===== src/rtl/fp_addsub_pipe.sv =====
// Four-stage pipelined floating-point adder/subtractor with round-to-nearest-even,
// Inf/NaN handling, exception flags and a single global stall enable.
module fp_addsub_pipe #(
    parameter int unsigned EXP_W  = 5,
    parameter int unsigned FRAC_W = 10
) (
    input  logic                        clk,
    input  logic                        rst,
    input  logic                        in_valid,
    output logic                        in_ready,
    input  logic                        op_sub,
    input  logic [EXP_W+FRAC_W:0]       in_a,
    input  logic [EXP_W+FRAC_W:0]       in_b,
    output logic                        out_valid,
    input  logic                        out_ready,
    output logic [EXP_W+FRAC_W:0]       out_data,
    output logic [3:0]                  out_flags
);
    localparam int unsigned W       = 1 + EXP_W + FRAC_W;
    localparam int unsigned SIG_W   = FRAC_W + 1;
    localparam int unsigned EXT_W   = FRAC_W + 4;  // hidden + frac + G,R,S
    localparam int unsigned SUM_W   = FRAC_W + 5;  // carry + EXT_W
    localparam int unsigned MR_W    = SIG_W + 1;
    localparam int unsigned LZ_W    = $clog2(SUM_W);
    localparam int unsigned XW      = ((EXP_W > LZ_W) ? EXP_W : LZ_W) + 2;
    localparam int unsigned EXP_MAX = (1 << EXP_W) - 1;

    typedef struct packed {
        logic              sign_l;
        logic              sign_s;
        logic              eff_sub;
        logic              nan;
        logic              inf;
        logic [EXP_W-1:0]  exp_l;
        logic [EXP_W-1:0]  exp_s;
        logic [SIG_W-1:0]  sig_l;
        logic [SIG_W-1:0]  sig_s;
    } s1_t;

    typedef struct packed {
        logic              sign_l;
        logic              sign_s;
        logic              eff_sub;
        logic              nan;
        logic              inf;
        logic [EXP_W-1:0]  exp_l;
        logic [SIG_W-1:0]  sig_l;
        logic [EXT_W-1:0]  sig_s;
    } s2_t;

    typedef struct packed {
        logic              sign_l;
        logic              sign_s;
        logic              nan;
        logic              inf;
        logic [EXP_W-1:0]  exp_l;
        logic [SUM_W-1:0]  sum;
    } s3_t;

    logic en;
    logic s1_valid_q, s1_valid_d, s2_valid_q, s2_valid_d, s3_valid_q, s3_valid_d;
    logic out_valid_q, out_valid_d;
    logic [W-1:0] out_data_q, out_data_d;
    logic [3:0]   out_flags_q, out_flags_d;
    s1_t s1_q, s1_d;
    s2_t s2_q, s2_d;
    s3_t s3_q, s3_d;

    assign en        = ~out_valid_q | out_ready;
    assign in_ready  = en & ~rst;
    assign out_valid = out_valid_q;
    assign out_data  = out_data_q;
    assign out_flags = out_flags_q;

    assign s1_valid_d  = in_valid & in_ready;
    assign s2_valid_d  = s1_valid_q;
    assign s3_valid_d  = s2_valid_q;
    assign out_valid_d = s3_valid_q;

    // Stage 1: classify, flush subnormals, order operands by magnitude
    logic               a_sign, b_sign, a_zero, b_zero, a_inf, b_inf, a_nan, b_nan, swap;
    logic [EXP_W-1:0]   a_exp, b_exp;
    logic [FRAC_W-1:0]  a_frac, b_frac;
    logic [SIG_W-1:0]   a_sig, b_sig;
    logic [W-2:0]       a_mag, b_mag;

    always_comb begin
        a_sign = in_a[W-1];
        b_sign = in_b[W-1] ^ op_sub;
        a_exp  = in_a[W-2 -: EXP_W];
        b_exp  = in_b[W-2 -: EXP_W];
        a_frac = in_a[FRAC_W-1:0];
        b_frac = in_b[FRAC_W-1:0];
        a_zero = (a_exp == '0);
        b_zero = (b_exp == '0);
        a_inf  = (a_exp == '1) && (a_frac == '0);
        b_inf  = (b_exp == '1) && (b_frac == '0);
        a_nan  = (a_exp == '1) && (a_frac != '0);
        b_nan  = (b_exp == '1) && (b_frac != '0);
        a_sig  = a_zero ? '0 : {1'b1, a_frac};
        b_sig  = b_zero ? '0 : {1'b1, b_frac};
        a_mag  = a_zero ? '0 : {a_exp, a_frac};
        b_mag  = b_zero ? '0 : {b_exp, b_frac};
        swap   = (b_mag > a_mag);

        s1_d         = '0;
        s1_d.sign_l  = swap ? b_sign : a_sign;
        s1_d.sign_s  = swap ? a_sign : b_sign;
        s1_d.exp_l   = swap ? b_exp : a_exp;
        s1_d.exp_s   = swap ? a_exp : b_exp;
        s1_d.sig_l   = swap ? b_sig : a_sig;
        s1_d.sig_s   = swap ? a_sig : b_sig;
        s1_d.eff_sub = a_sign ^ b_sign;
        s1_d.nan     = a_nan | b_nan | (a_inf & b_inf & (a_sign ^ b_sign));
        s1_d.inf     = a_inf | b_inf;
    end

    // Stage 2: align smaller significand; everything past R collapses into sticky
    logic [EXP_W-1:0]   diff;
    logic [31:0]        sh;
    logic [2*EXT_W-1:0] wide;

    always_comb begin
        diff = s1_q.exp_l - s1_q.exp_s;
        sh   = (32'(diff) > EXT_W) ? EXT_W : 32'(diff);
        wide = {s1_q.sig_s, 3'b000, {EXT_W{1'b0}}} >> sh;

        s2_d         = '0;
        s2_d.sign_l  = s1_q.sign_l;
        s2_d.sign_s  = s1_q.sign_s;
        s2_d.eff_sub = s1_q.eff_sub;
        s2_d.nan     = s1_q.nan;
        s2_d.inf     = s1_q.inf;
        s2_d.exp_l   = s1_q.exp_l;
        s2_d.sig_l   = s1_q.sig_l;
        s2_d.sig_s   = {wide[2*EXT_W-1 -: EXT_W-1], wide[EXT_W] | (|wide[EXT_W-1:0])};
    end

    // Stage 3: magnitude add/sub; operand order makes the difference non-negative
    logic [SUM_W-1:0] op_l, op_s;

    always_comb begin
        op_l        = {1'b0, s2_q.sig_l, 3'b000};
        op_s        = {1'b0, s2_q.sig_s};
        s3_d        = '0;
        s3_d.sign_l = s2_q.sign_l;
        s3_d.sign_s = s2_q.sign_s;
        s3_d.nan    = s2_q.nan;
        s3_d.inf    = s2_q.inf;
        s3_d.exp_l  = s2_q.exp_l;
        s3_d.sum    = s2_q.eff_sub ? (op_l - op_s) : (op_l + op_s);
    end

    // Stage 4: normalise, round to nearest even, pack and apply exceptions
    logic [LZ_W-1:0]   lzc;
    logic              found, rnd_inc, rnd_carry, inexact;
    logic [EXT_W-1:0]  norm;
    logic [MR_W-1:0]   mant_r;
    logic [FRAC_W-1:0] frac_r;
    logic signed [XW-1:0] exp_n, exp_r;

    always_comb begin
        lzc   = '0;
        found = 1'b0;
        for (int i = SUM_W - 2; i >= 0; i--) begin
            if (!found) begin
                if (s3_q.sum[i]) found = 1'b1;
                else             lzc   = lzc + 1'b1;
            end
        end

        if (s3_q.sum[SUM_W-1]) begin
            norm  = {s3_q.sum[SUM_W-1:2], s3_q.sum[1] | s3_q.sum[0]};
            exp_n = $signed(XW'(s3_q.exp_l)) + $signed(XW'(1));
        end else begin
            norm  = s3_q.sum[EXT_W-1:0] << lzc;
            exp_n = $signed(XW'(s3_q.exp_l)) - $signed(XW'(lzc));
        end

        inexact   = |norm[2:0];
        rnd_inc   = norm[2] & (norm[1] | norm[0] | norm[3]);
        mant_r    = {1'b0, norm[EXT_W-1:3]} + MR_W'(rnd_inc);
        rnd_carry = mant_r[MR_W-1];
        frac_r    = rnd_carry ? mant_r[FRAC_W:1] : mant_r[FRAC_W-1:0];
        exp_r     = exp_n + $signed(XW'(rnd_carry));

        out_data_d  = {s3_q.sign_l, exp_r[EXP_W-1:0], frac_r};
        out_flags_d = {3'b000, inexact};
        if (s3_q.nan) begin
            out_data_d  = {1'b0, {EXP_W{1'b1}}, 1'b1, {(FRAC_W-1){1'b0}}};
            out_flags_d = 4'b1000;
        end else if (s3_q.inf) begin
            out_data_d  = {s3_q.sign_l, {EXP_W{1'b1}}, {FRAC_W{1'b0}}};
            out_flags_d = 4'b0000;
        end else if (s3_q.sum == '0) begin
            out_data_d  = {s3_q.sign_l & s3_q.sign_s, {(W-1){1'b0}}};
            out_flags_d = 4'b0000;
        end else if (exp_r >= $signed(XW'(EXP_MAX))) begin
            out_data_d  = {s3_q.sign_l, {EXP_W{1'b1}}, {FRAC_W{1'b0}}};
            out_flags_d = 4'b0101;
        end else if (exp_n <= $signed(XW'(0))) begin
            out_data_d  = {s3_q.sign_l, {(W-1){1'b0}}};
            out_flags_d = 4'b0011;
        end
    end

    always_ff @(posedge clk) begin
        if (rst) begin
            s1_valid_q  <= 1'b0;
            s2_valid_q  <= 1'b0;
            s3_valid_q  <= 1'b0;
            out_valid_q <= 1'b0;
            out_data_q  <= '0;
            out_flags_q <= '0;
        end else if (en) begin
            s1_valid_q  <= s1_valid_d;
            s2_valid_q  <= s2_valid_d;
            s3_valid_q  <= s3_valid_d;
            out_valid_q <= out_valid_d;
            out_data_q  <= out_data_d;
            out_flags_q <= out_flags_d;
        end
    end

    always_ff @(posedge clk) begin
        if (en) begin
            s1_q <= s1_d;
            s2_q <= s2_d;
            s3_q <= s3_d;
        end
    end

endmodule


===== config.mk =====
export PLATFORM = sky130hd
export DESIGN_NAME = fp_addsub_pipe
export DESIGN_NICKNAME = d
export VERILOG_FILES = /design/src/rtl/fp_addsub_pipe.sv
export SDC_FILE = /design/constraint.sdc
export NUM_CORES = 1
export LEC_CHECK = 0
export BUFFER_PORTS_ARGS = -buffer_cell sky130_fd_sc_hd__buf_4
export CORE_MARGIN = 2
export CORE_UTILIZATION = 43
export DETAILED_ROUTE_END_ITERATION = 7
export PLACE_DENSITY = 0.66
export SYNTH_ARGS = -nofsm -noshare
export SYNTH_HDL_FRONTEND = slang
export SYNTH_SLANG_ARGS = --single-unit
export TNS_END_PERCENT = 20

===== constraint.sdc =====
create_clock -name clk -period 32.3 [get_ports clk]
set_clock_uncertainty 0.1 [all_clocks]
set_input_delay 3.23 -clock clk [delete_from_list [all_inputs] [get_ports clk]]
set_output_delay 3.23 -clock clk [all_outputs]
set_load 0.02 [all_outputs]

==> results.cfg <==
[run_status]
status = finished, final reports clean

[clock_tree]
clock-sinks = 120
h-tree-depth = 4
root_buffer = clkbuf_16
cts_tree = yes
max-clock-path-buffers = 2
clkSlewWorstSetupHoldPaths_ns = 0.06
clk_latency_ns = 0.42
hold_buffers = 0
cts_setup_buffers = 0
cts_resized = 0
numCtsBuffers = 17

[routing]
antenna_left = 0
wire_per_inst_um = 15.51
drt_pre_antenna_iters = 4
routed_wl_um = 20070
via_per_inst = 5.542
vias = 7171
drt_iter0_drc = 414
drc = 0

[floorplanning]
num_rows = 52
dieArea_sq_um = 22030
initial_core_util = 0.4404
die_w_um = 148.4
die_h_um = 148.4
core_sq_um = 20360
io_pins = 59

[critical_path]
crit_top_cell = ha_1
r2r_cells = 50
crit_required_ns = 32.57
cp-end-kind = flip-flop
worstSetupPathType = reg2reg
worstPathArrival_ns = 12.38
cp_slowest_cell = edfxtp_1
worst-r2r-setup-slack_ns = 20.19
critPathLaunchType = flip-flop
crit_start = s3_q[12]
rr_endpoint = out_data[0]
cp_max_fo = 15
reg2reg_from = s3_q[12]
crit_path_max_incr_delay_ns = 0.52

[place]
gp_congestion = 0.8927
preCtsSetupSlack_ns = 20.35
io_buffers = 58
post-dp-hpwl_um = 15020
placed_cell_area_sq_um = 9542

[grt]
grt_pass1_vias = 6792
overflow = 0
grt_pass1_wl_um = 33090
grt_max_degree = 88
groute.usage.overall = 0.1851
antenna_found_initial = 0

[layout]
final_core_util = 0.4975
layout-drive-gt1-share = 0.1318
num_antenna_cells = 0
final_nets = 1112
fin_area_sq_um = 10130
final_cell_mix = 96 x edfxtp_1, 95 x nand2_1, 83 x nor2_1
final_common_cell = edfxtp_1
synthToLayoutAreaGrowth_pct = 12.97

[logic_synthesis]
synthDistinctLibCells = 85
yosysWarnings = 0
netlist_area_sq_um = 8969
ys_seq_elements = 120
synth.yosys.seq_area_share = 0.3750
synth_nets = 1085
postSynthAreaPerCell_sq_um = 9.114
yosys_most_used_dff = edfxtp_1
async_flop_share = 0
syn_inst = 984
synth_edf_count = 96

[sta]
setup_tns_ns = 0
setup_viol = 0
worstMarginPinSlew_ns = 1.139
hold_ws_ns = 0.3179
fin_crit_sh = 0.3748
relSlewSlack = 0.2381
rsz0062_at_grt = no
fmax_ghz = 0.08261
slew_violations = 0
hold_viol_final = 0
worst_slack_ns = 20.19
post-route-min-period_ns = 12.11

[hold_path]
hp-start = s1_q[33]
min_path_type = reg2reg
min_to = s2_q[31]
hold_depth = 0

[power_and_ir_drop]
leakagePower_nw = 4.221
ir_drop_mv = 0.03174
cellPowerDensity_nw_per_um2 = 87.72

[flow_run]
drv_cap = 0
-- per-layer routing --
metal | part of all wire | global-route usage | vias up
met1 | 0.47 | 0.2460 | 3329
met3 | 0.039 | 0.02975 | 24
met4 | 0.015 | 0.05857 | 0
met2 | 0.48 | 0.3104 | 179
met5 | 0 | 0 | -
li1 | - | - | 3639
-- state kept, by name, summed over array words and instances, names as in the netlist --
register and flops:
op_l 11, op_s 14, out_data 16, out_flags 4, out_valid 1, out_valid_d 1, s1_q 37, s1_valid_q 1
s2_q 10, s2_valid_q 1, s3_q 24
-- power breakdown --
part,switching (mW),internal [mW],total (mW),leakage [nW]
Combinational,0.253,0.184,0.437,2.69
Clock,0.0725,0.115,0.188,0.291
Sequential,0.0526,0.211,0.264,1.24
Total,0.378,0.511,0.889,4.22
-- area by class of cell --
type / count / area, sq um
Fill cell: 1906 / 10230
Multi-Input combinational cell: 746 / 5140
Clock buffer: 17 / 425.4
Sequential cell: 120 / 3363
Tap cell: 270 / 337.8
Clock inverter: 15 / 165.2
Inverter: 66 / 250.2
Timing Repair Buffer: 60 / 450.4
-- logic make-up (layout without fill, tap and decap cells) --
group / Yosys count / after routing / share of synthesized area
mux: 55 / 55 / 0.06375
buf+inv: 118 / 158 / 0.05204
flops: 120 / 120 / 0.3750
fa+ha+maj: 65 / 65 / 0.09291
compound gates: 250 / 250 / 0.1839
simple gates: 328 / 328 / 0.1808
xor+xnor: 48 / 48 / 0.05162
-- worst max-delay path by stage --
| stage | to | depth (start not counted) | slack [ns] |
|---|---|---|---|
| after global routing | out_data[1] | 49 | 19.20 |
| after floorplan | out_data[0] | 52 | 22.02 |
| after detailed placement | out_data[1] | 49 | 20.35 |
| after CTS | out_data[0] | 50 | 20.31 |
| final | out_data[0] | 50 | 20.19 |
| after global placement | out_data[0] | 49 | 20.70 |
-- per-stage QoR --
step	instances	total power, mW
detailed placement	1262	0.6963
CTS	1294	0.8882
finish	1294	0.8888
floorplan	984	0.5920
global route	1294	0.9522
global placement	1262	0.6951
-- cell usage after synthesis (5+ instances only) --
master | count | area [sq um]
edfxtp_1 | 96 | 2883
nand2_1 | 95 | 356.6
nor2_1 | 83 | 311.6
a21oi_1 | 65 | 325.3
inv_1 | 62 | 232.7
ha_1 | 61 | 763.2
o21ai_0 | 59 | 295.3
clkbuf_1 | 41 | 153.9
mux2i_1 | 41 | 410.4
nand3_1 | 31 | 155.2
xnor2_1 | 30 | 262.8
dfxtp_1 | 24 | 480.5
nor3_1 | 23 | 115.1
nor2b_1 | 19 | 118.9
a21o_1 | 15 | 112.6
nand2b_1 | 14 | 87.58
xor2_1 | 14 | 122.6
mux2_2 | 13 | 146.4
a211oi_1 | 10 | 75.07
a22oi_1 | 10 | 75.07
a31oi_1 | 10 | 62.56
and3_1 | 10 | 62.56
or3_1 | 9 | 56.30
nor4_1 | 8 | 50.05
o211ai_1 | 8 | 60.06
o21bai_1 | 8 | 60.06
and2_1 | 6 | 37.54
o21a_1 | 6 | 45.04
o22ai_1 | 6 | 37.54
or2_2 | 6 | 37.54
nand4_1 | 5 | 31.28
or4_1 | 5 | 37.54
-- critical path: cells and delay by family (launching register included) --
family / cells / cell delay (ns)
DFF: 1 / 0.52
xor gates and xnor gates: 3 / 0.71
adders and majority gates: 10 / 2.82
and+or+nand+nor: 16 / 3.49
muxes: 2 / 0.45
AOI/OAI and AO/OA: 18 / 3.69
buffers and inverters: 1 / 0.27
Power figures use the tool's default switching activity.
